--- config.mk ---
export PLATFORM = sky130hd
export DESIGN_NAME = mem_access_unit
export DESIGN_NICKNAME = d
export VERILOG_FILES = /design/src/rtl/mem_access_pkg.sv /design/src/rtl/mem_lane_align.sv /design/src/rtl/mem_access_unit.sv
export SDC_FILE = /design/constraint.sdc
export NUM_CORES = 1
export LEC_CHECK = 0
export ABC_AREA = 1
export CAP_MARGIN = 30
export CORE_MARGIN = 1.5
export CORE_UTILIZATION = 45
export CTS_BUF_LIST = sky130_fd_sc_hd__clkbuf_4 sky130_fd_sc_hd__clkbuf_8 sky130_fd_sc_hd__clkbuf_16
export CTS_CLUSTER_DIAMETER = 100
export DETAILED_ROUTE_END_ITERATION = 8
export GPL_TIMING_DRIVEN = 0
export PLACE_DENSITY = 0.81
export SETUP_SLACK_MARGIN = 0.2
export SYNTH_ARGS = -nofsm -noshare
export SYNTH_HDL_FRONTEND = slang
export SYNTH_SLANG_ARGS = --single-unit
--- constraint.sdc ---
create_clock -name clk -period 4.3 [get_ports clk]
set_clock_uncertainty 0.15 [all_clocks]
set_input_delay 0.43 -clock clk [delete_from_list [all_inputs] [get_ports clk]]
set_output_delay 0.43 -clock clk [all_outputs]
set_load 0.1 [all_outputs]
--- src/rtl/mem_access_pkg.sv ---
// ---------------------------------------------------------------------------
// mem_access_pkg
// Shared types and helpers for the data-memory access unit.
//   state_t      : access FSM states (IDLE, RD, WR, RESP)
//   SZ_*         : request size codes (2'b11 is handled as a word)
//   LANE_BITS    : number of byte-offset bits inside a 32-bit word
//   is_sub_word  : true for byte/half sizes
//   is_misaligned: true when a half/word is not naturally aligned
//   align_offset : byte offset actually used once alignment is forced
// ---------------------------------------------------------------------------
package mem_access_pkg;

    typedef enum logic [1:0] {
        IDLE = 2'd0,
        RD   = 2'd1,
        WR   = 2'd2,
        RESP = 2'd3
    } state_t;

    localparam logic [1:0] SZ_BYTE = 2'b00;
    localparam logic [1:0] SZ_HALF = 2'b01;
    localparam logic [1:0] SZ_WORD = 2'b10;

    localparam int LANE_BITS = 2;

    function automatic logic is_sub_word(input logic [1:0] size);
        return (size == SZ_BYTE) || (size == SZ_HALF);
    endfunction

    function automatic logic is_misaligned(input logic [1:0] size,
                                           input logic [LANE_BITS-1:0] offset);
        logic mis;
        case (size)
            SZ_BYTE: mis = 1'b0;
            SZ_HALF: mis = offset[0];
            default: mis = (offset != 2'b00);
        endcase
        return mis;
    endfunction

    // Half accesses ignore offset bit 0, words ignore both offset bits.
    function automatic logic [LANE_BITS-1:0] align_offset(input logic [1:0] size,
                                                          input logic [LANE_BITS-1:0] offset);
        logic [LANE_BITS-1:0] off;
        case (size)
            SZ_BYTE: off = offset;
            SZ_HALF: off = {offset[1], 1'b0};
            default: off = 2'b00;
        endcase
        return off;
    endfunction

endpackage

--- src/rtl/mem_lane_align.sv ---
// ---------------------------------------------------------------------------
// mem_lane_align
// Combinational byte-lane logic for a little-endian 32-bit word.
//   size        in  : request size code
//   is_unsigned in  : 1 = zero-extend sub-word loads, 0 = sign-extend
//   offset      in  : aligned byte offset within the word
//   mem_word    in  : word read from memory
//   store_data  in  : right-aligned store data
//   load_data   out : extracted and extended load result
//   merged_data out : mem_word with the addressed lane(s) replaced
// ---------------------------------------------------------------------------
module mem_lane_align
    import mem_access_pkg::*;
#(
    parameter int W = 32
) (
    input  logic [1:0]           size,
    input  logic                 is_unsigned,
    input  logic [LANE_BITS-1:0] offset,
    input  logic [W-1:0]         mem_word,
    input  logic [W-1:0]         store_data,
    output logic [W-1:0]         load_data,
    output logic [W-1:0]         merged_data
);

    logic [4:0]   byte_sh_s;
    logic [4:0]   half_sh_s;
    logic [W-1:0] byte_word_s;
    logic [W-1:0] half_word_s;
    logic [7:0]   byte_s;
    logic [15:0]  half_s;
    logic [W-1:0] byte_mask_s;
    logic [W-1:0] half_mask_s;

    // Lane selection: byte k lives in bits [8k+7:8k], half uses lane offset[1]*16.
    always_comb begin
        byte_sh_s   = {offset, 3'b000};
        half_sh_s   = {offset[1], 4'b0000};
        byte_word_s = mem_word >> byte_sh_s;
        half_word_s = mem_word >> half_sh_s;
        byte_s      = byte_word_s[7:0];
        half_s      = half_word_s[15:0];
        byte_mask_s = {{(W-8){1'b0}}, 8'hFF} << byte_sh_s;
        half_mask_s = {{(W-16){1'b0}}, 16'hFFFF} << half_sh_s;
    end

    // Load path: extract the lane and extend it to a full word.
    always_comb begin
        load_data = mem_word;
        case (size)
            SZ_BYTE: begin
                if (is_unsigned) begin
                    load_data = {{(W-8){1'b0}}, byte_s};
                end else begin
                    load_data = {{(W-8){byte_s[7]}}, byte_s};
                end
            end
            SZ_HALF: begin
                if (is_unsigned) begin
                    load_data = {{(W-16){1'b0}}, half_s};
                end else begin
                    load_data = {{(W-16){half_s[15]}}, half_s};
                end
            end
            default: load_data = mem_word;
        endcase
    end

    // Store path: replace only the addressed lane(s), keep the rest of the word.
    always_comb begin
        merged_data = store_data;
        case (size)
            SZ_BYTE: merged_data = (mem_word & ~byte_mask_s)
                                 | (({{(W-8){1'b0}}, store_data[7:0]} << byte_sh_s) & byte_mask_s);
            SZ_HALF: merged_data = (mem_word & ~half_mask_s)
                                 | (({{(W-16){1'b0}}, store_data[15:0]} << half_sh_s) & half_mask_s);
            default: merged_data = store_data;
        endcase
    end

endmodule

--- src/rtl/mem_access_unit.sv ---
// ---------------------------------------------------------------------------
// mem_access_unit
// Initiator side of the data-memory port. Takes one load/store at a time
// over valid/ready, drives a word-organised RAM, extracts/extends load data
// and performs sub-word stores as read-modify-write.
//
// Build option: define MISALIGN_TRAP_EN to answer misaligned half/word
// accesses with resp_err=1 and no memory cycle. Without it the low address
// bits are ignored for half/word and resp_err is tied to 0.
//
// Ports:
//   clk, rst                  clock, asynchronous active-high reset
//   req_valid/req_ready       request handshake (ready only when idle)
//   req_we, req_size,
//   req_unsigned, req_addr,
//   req_wdata                 request fields, latched on accept
//   resp_valid                one-cycle completion pulse
//   resp_rdata, resp_err      load result / misalignment flag
//   MemWrite, MemRead         memory enables (never both high)
//   address                   word address to memory
//   write_data                merged word to memory
//   read_data                 combinational memory read data
// ---------------------------------------------------------------------------
module mem_access_unit
    import mem_access_pkg::*;
#(
    parameter int N = 32,
    parameter int W = 32
) (
    input  logic         clk,
    input  logic         rst,
    input  logic         req_valid,
    output logic         req_ready,
    input  logic         req_we,
    input  logic [1:0]   req_size,
    input  logic         req_unsigned,
    input  logic [N-1:0] req_addr,
    input  logic [W-1:0] req_wdata,
    output logic         resp_valid,
    output logic [W-1:0] resp_rdata,
    output logic         resp_err,
    output logic         MemWrite,
    output logic         MemRead,
    output logic [N-1:0] address,
    output logic [W-1:0] write_data,
    input  logic [W-1:0] read_data
);

    state_t               state_r;
    state_t               state_next_s;
    logic                 accept_s;
    logic                 misalign_s;
    logic                 we_r;
    logic [1:0]           size_r;
    logic                 uns_r;
    logic [LANE_BITS-1:0] off_r;
    logic [N-1:0]         address_r;
    logic [W-1:0]         write_data_r;
    logic [W-1:0]         resp_rdata_r;
    logic [W-1:0]         load_s;
    logic [W-1:0]         merged_s;

    assign accept_s = req_valid && (state_r == IDLE);

`ifdef MISALIGN_TRAP_EN
    logic resp_err_r;
    assign misalign_s = is_misaligned(req_size, req_addr[LANE_BITS-1:0]);
    assign resp_err   = resp_err_r;
`else
    assign misalign_s = 1'b0;
    assign resp_err   = 1'b0;
`endif

    // State register; reset aborts any access in flight.
    always_ff @(posedge clk or posedge rst) begin
        if (rst) begin
            state_r <= IDLE;
        end else begin
            state_r <= state_next_s;
        end
    end

    // Next-state logic.
    always_comb begin
        state_next_s = state_r;
        case (state_r)
            IDLE: begin
                if (accept_s) begin
                    if (misalign_s) begin
                        state_next_s = RESP;
                    end else if (req_we && !is_sub_word(req_size)) begin
                        state_next_s = WR;
                    end else begin
                        state_next_s = RD;
                    end
                end else begin
                    state_next_s = IDLE;
                end
            end
            RD: begin
                if (we_r) begin
                    state_next_s = WR;
                end else begin
                    state_next_s = RESP;
                end
            end
            WR:      state_next_s = RESP;
            RESP:    state_next_s = IDLE;
            default: state_next_s = IDLE;
        endcase
    end

    // Control outputs decode from the state register only, so they fall
    // together with the asynchronous reset and never see req_* directly.
    always_comb begin
        req_ready  = 1'b0;
        MemRead    = 1'b0;
        MemWrite   = 1'b0;
        resp_valid = 1'b0;
        case (state_r)
            IDLE:    req_ready  = 1'b1;
            RD:      MemRead    = 1'b1;
            WR:      MemWrite   = 1'b1;
            RESP:    resp_valid = 1'b1;
            default: req_ready  = 1'b0;
        endcase
    end

    mem_lane_align #(
        .W (W)
    ) u_lane_align (
        .size        (size_r),
        .is_unsigned (uns_r),
        .offset      (off_r),
        .mem_word    (read_data),
        .store_data  (write_data_r),
        .load_data   (load_s),
        .merged_data (merged_s)
    );

    // Request latch and datapath. write_data_r first holds the raw store
    // data; for sub-word stores it is replaced by the merged word in RD.
    always_ff @(posedge clk or posedge rst) begin
        if (rst) begin
            we_r         <= 1'b0;
            size_r       <= SZ_WORD;
            uns_r        <= 1'b0;
            off_r        <= 2'b00;
            address_r    <= {N{1'b0}};
            write_data_r <= {W{1'b0}};
            resp_rdata_r <= {W{1'b0}};
`ifdef MISALIGN_TRAP_EN
            resp_err_r   <= 1'b0;
`endif
        end else begin
            case (state_r)
                IDLE: begin
                    if (accept_s) begin
                        we_r         <= req_we;
                        size_r       <= req_size;
                        uns_r        <= req_unsigned;
                        off_r        <= align_offset(req_size, req_addr[LANE_BITS-1:0]);
                        address_r    <= {2'b00, req_addr[N-1:LANE_BITS]};
                        write_data_r <= req_wdata;
                        resp_rdata_r <= {W{1'b0}};
`ifdef MISALIGN_TRAP_EN
                        resp_err_r   <= misalign_s;
`endif
                    end
                end
                RD: begin
                    if (we_r) begin
                        write_data_r <= merged_s;
                    end else begin
                        resp_rdata_r <= load_s;
                    end
                end
                default: begin
                    we_r <= we_r;
                end
            endcase
        end
    end

    assign address    = address_r;
    assign write_data = write_data_r;
    assign resp_rdata = resp_rdata_r;

endmodule

==> results.sh <==
export IMPL_setup_viol=0
export IMPL_fp_dieW_um=115
export IMPL_finalHoldViolCount=0
export IMPL_fin_nets=1095
export IMPL_hold_start="write_data[25]$_DFFE_PP0P_"
export IMPL_cts_tree="yes"
export IMPL_antenna_found_initial=0
export IMPL_netlist_top_cells_count="nand2_1 (337), dfrtp_1 (101), nor2_1 (65)"
export IMPL_synthFlopType="dfrtp_1"
export IMPL_synth_largest_area_cell="dfrtp_1"
export IMPL_fmax_ghz=0.349
export IMPL_hp_class="register to register"
export IMPL_clk_latency_ps=340
export IMPL_whs_path_depth=2
export IMPL_fp_dieH_um=115
export IMPL_dp_cells=1144
export IMPL_place_congestion=0.918
export IMPL_async_flop_share=1.00
export IMPL_clockBufferDepth=2
export IMPL_ios=204
export IMPL_synth_seq_cells=102
export IMPL_avgViaCountPerCell=5.08
export IMPL_post_route_drc_count=0
export IMPL_cts_buffers=9
export IMPL_grt_pass1_vias=5684
export IMPL_place_hpwl_um=13800
export IMPL_dp_slack_ps=1780
export IMPL_grt_max_degree=57
export IMPL_cts_resized=0
export IMPL_grt_overflow_total=0
export IMPL_tns_ps=0
export IMPL_hold_buffers=0
export IMPL_startpoint_type="register"
export IMPL_cap_viol_max_count=0
export IMPL_rsz0062_at_grt="no"
export IMPL_final_antenna_net_count=0
export IMPL_final_layout_size_suffix_gt1_frac=0.0766
export IMPL_period_share=0.667
export IMPL_synthTopCellsByArea="dfrtp_1 (45%), nand2_1 (23%), a21oi_1 (4.7%), nor2_1 (4.4%), o21ai_0 (3.9%)"
export IMPL_holdPathEnd="write_data[25]$_DFFE_PP0P_"
export IMPL_cp_max_fo=3
export IMPL_drtPass1Iterations=6
export IMPL_drtIter0Drc=528
export IMPL_tightest_slew_ps=995
export IMPL_synth_edf_count=0
export IMPL_slew_violations=0
export IMPL_core_um2=12100
export IMPL_setup_ws_ps=1430
export IMPL_status="completed"
export IMPL_postCtsSetupBuffers=0
export IMPL_grt_pass1_wl_um=28600
export IMPL_reg2reg_depth=10
export IMPL_syn_to_final_growth_pct=45.6
export IMPL_slew_headroom=0.335
export IMPL_yosys_area_top_type_share=0.451
export IMPL_critical_path_class="register to primary output"
export IMPL_diodes=0
export IMPL_num_vias=5898
export IMPL_numPortBuffers=200
export IMPL_yosys_warnings=0
export IMPL_die_area_um2=13100
export IMPL_syn_avg_cell_area_um2=7.25
export IMPL_r2r_start="state_r[0]$_DFF_PP0_"
export IMPL_cts_sinks=102
export IMPL_synth_most_common_cell="nand2_1"
export IMPL_row_count=40
export IMPL_start_util=0.465
export IMPL_required_ps=3720
export IMPL_arrival_ps=2290
export IMPL_critPathLaunch="state_r[0]$_DFF_PP0_"
export IMPL_clk_pin_slew_ps=70
export IMPL_syn_inst=773
export IMPL_grt_util_all_layers=0.284
export IMPL_ys_types=32
export IMPL_h_tree_depth=3
export IMPL_cp_end_kind="primary output"
export IMPL_fin_crit_ps=2870
export IMPL_stdcell_count=1160
export IMPL_avgRoutedWirePerCell_um=15.6
export IMPL_n_fill_cell=1075
export IMPL_r2r_slack_ps=2190
export IMPL_ctsRootBufferMaster="clkbuf_16"
export IMPL_reg2reg_to="resp_rdata[29]$_DFFE_PP0P_"
export IMPL_drt_total_wl_um=18100
export IMPL_synth_seq_area_share=0.455
export IMPL_netlist_area_um2=5610
[worst max-delay path, stage by stage (launching register included)]
cell             delay [ps]
dfrtp_1                 400
inv_1                   110
ha_1                    260
clkdlybuf4s50_1        1180
[cells by family (layout without fill, tap and decap cells)]
kind of cell               Yosys count  in the layout  share of synthesized area
and+or+nand+nor                    438            438                      0.315
AOI/OAI and AO/OA                  132            132                      0.133
DFF                                102            102                      0.455
adders and majority gates            5              5                     0.0112
other                                1              3                   0.000669
buffers and inverters               95            312                     0.0850
[per-stage QoR]
stage / hold WS, ps / instance area (um2) / utilization
final: 330 / 8170 / 0.677
after CTS: 334 / 8170 / 0.677
after global routing: 341 / 8170 / 0.677
after detailed placement: 314 / 7860 / 0.651
after global placement: 312 / 7830 / 0.649
after floorplan: 390 / 5620 / -
[routing by layer]
metal  GRT usage  share of wire  vias to the layer above
met2       0.457           0.46                      320
met1       0.369           0.41                     2660
li1            -              -                     2859
met4       0.131          0.038                        0
met5           0              0                        -
met3      0.0588          0.098                       59
[worst max path at each step]
stage,endpoint,cells past startpoint
final,req_ready,3
after global routing,req_ready,3
after global placement,write_data[24]$_DFFE_PP0P_,2
after CTS,req_ready,3
after detailed placement,req_ready,3
after floorplan,asynchronous set/reset pin,1
[cell type report]
class | instances | area [um2] | share of cell area
Inverter | 53 | 206 | 0.0253
Tap cell | 168 | 210 | 0.0257
Clock buffer | 10 | 239 | 0.0293
Multi-Input combinational cell | 578 | 2580 | 0.316
Clock inverter | 6 | 71.3 | 0.00873
Buffer | 42 | 273 | 0.0334
Timing Repair Buffer | 201 | 2030 | 0.248
Sequential cell | 102 | 2550 | 0.313
[cell usage in the layout (no fill, tap or decap), drive strengths merged, types with 5 or more instances in the layout]
cell type	synthesis	layout
a21oi	55	55
nand3	22	22
o221ai	6	6
ha	5	5
a31oi	6	6
o211ai	8	8
nand2	347	347
dfrtp	101	101
nor2	68	68
clkbuf	12	22
buf	30	31
inv	53	53
o21ai	55	55
clkdlybuf4s50	0	200
Power is left out: the tool's default activity adds up to more than one toggle a clock period on the data nets, which glitch-free logic cannot reach.
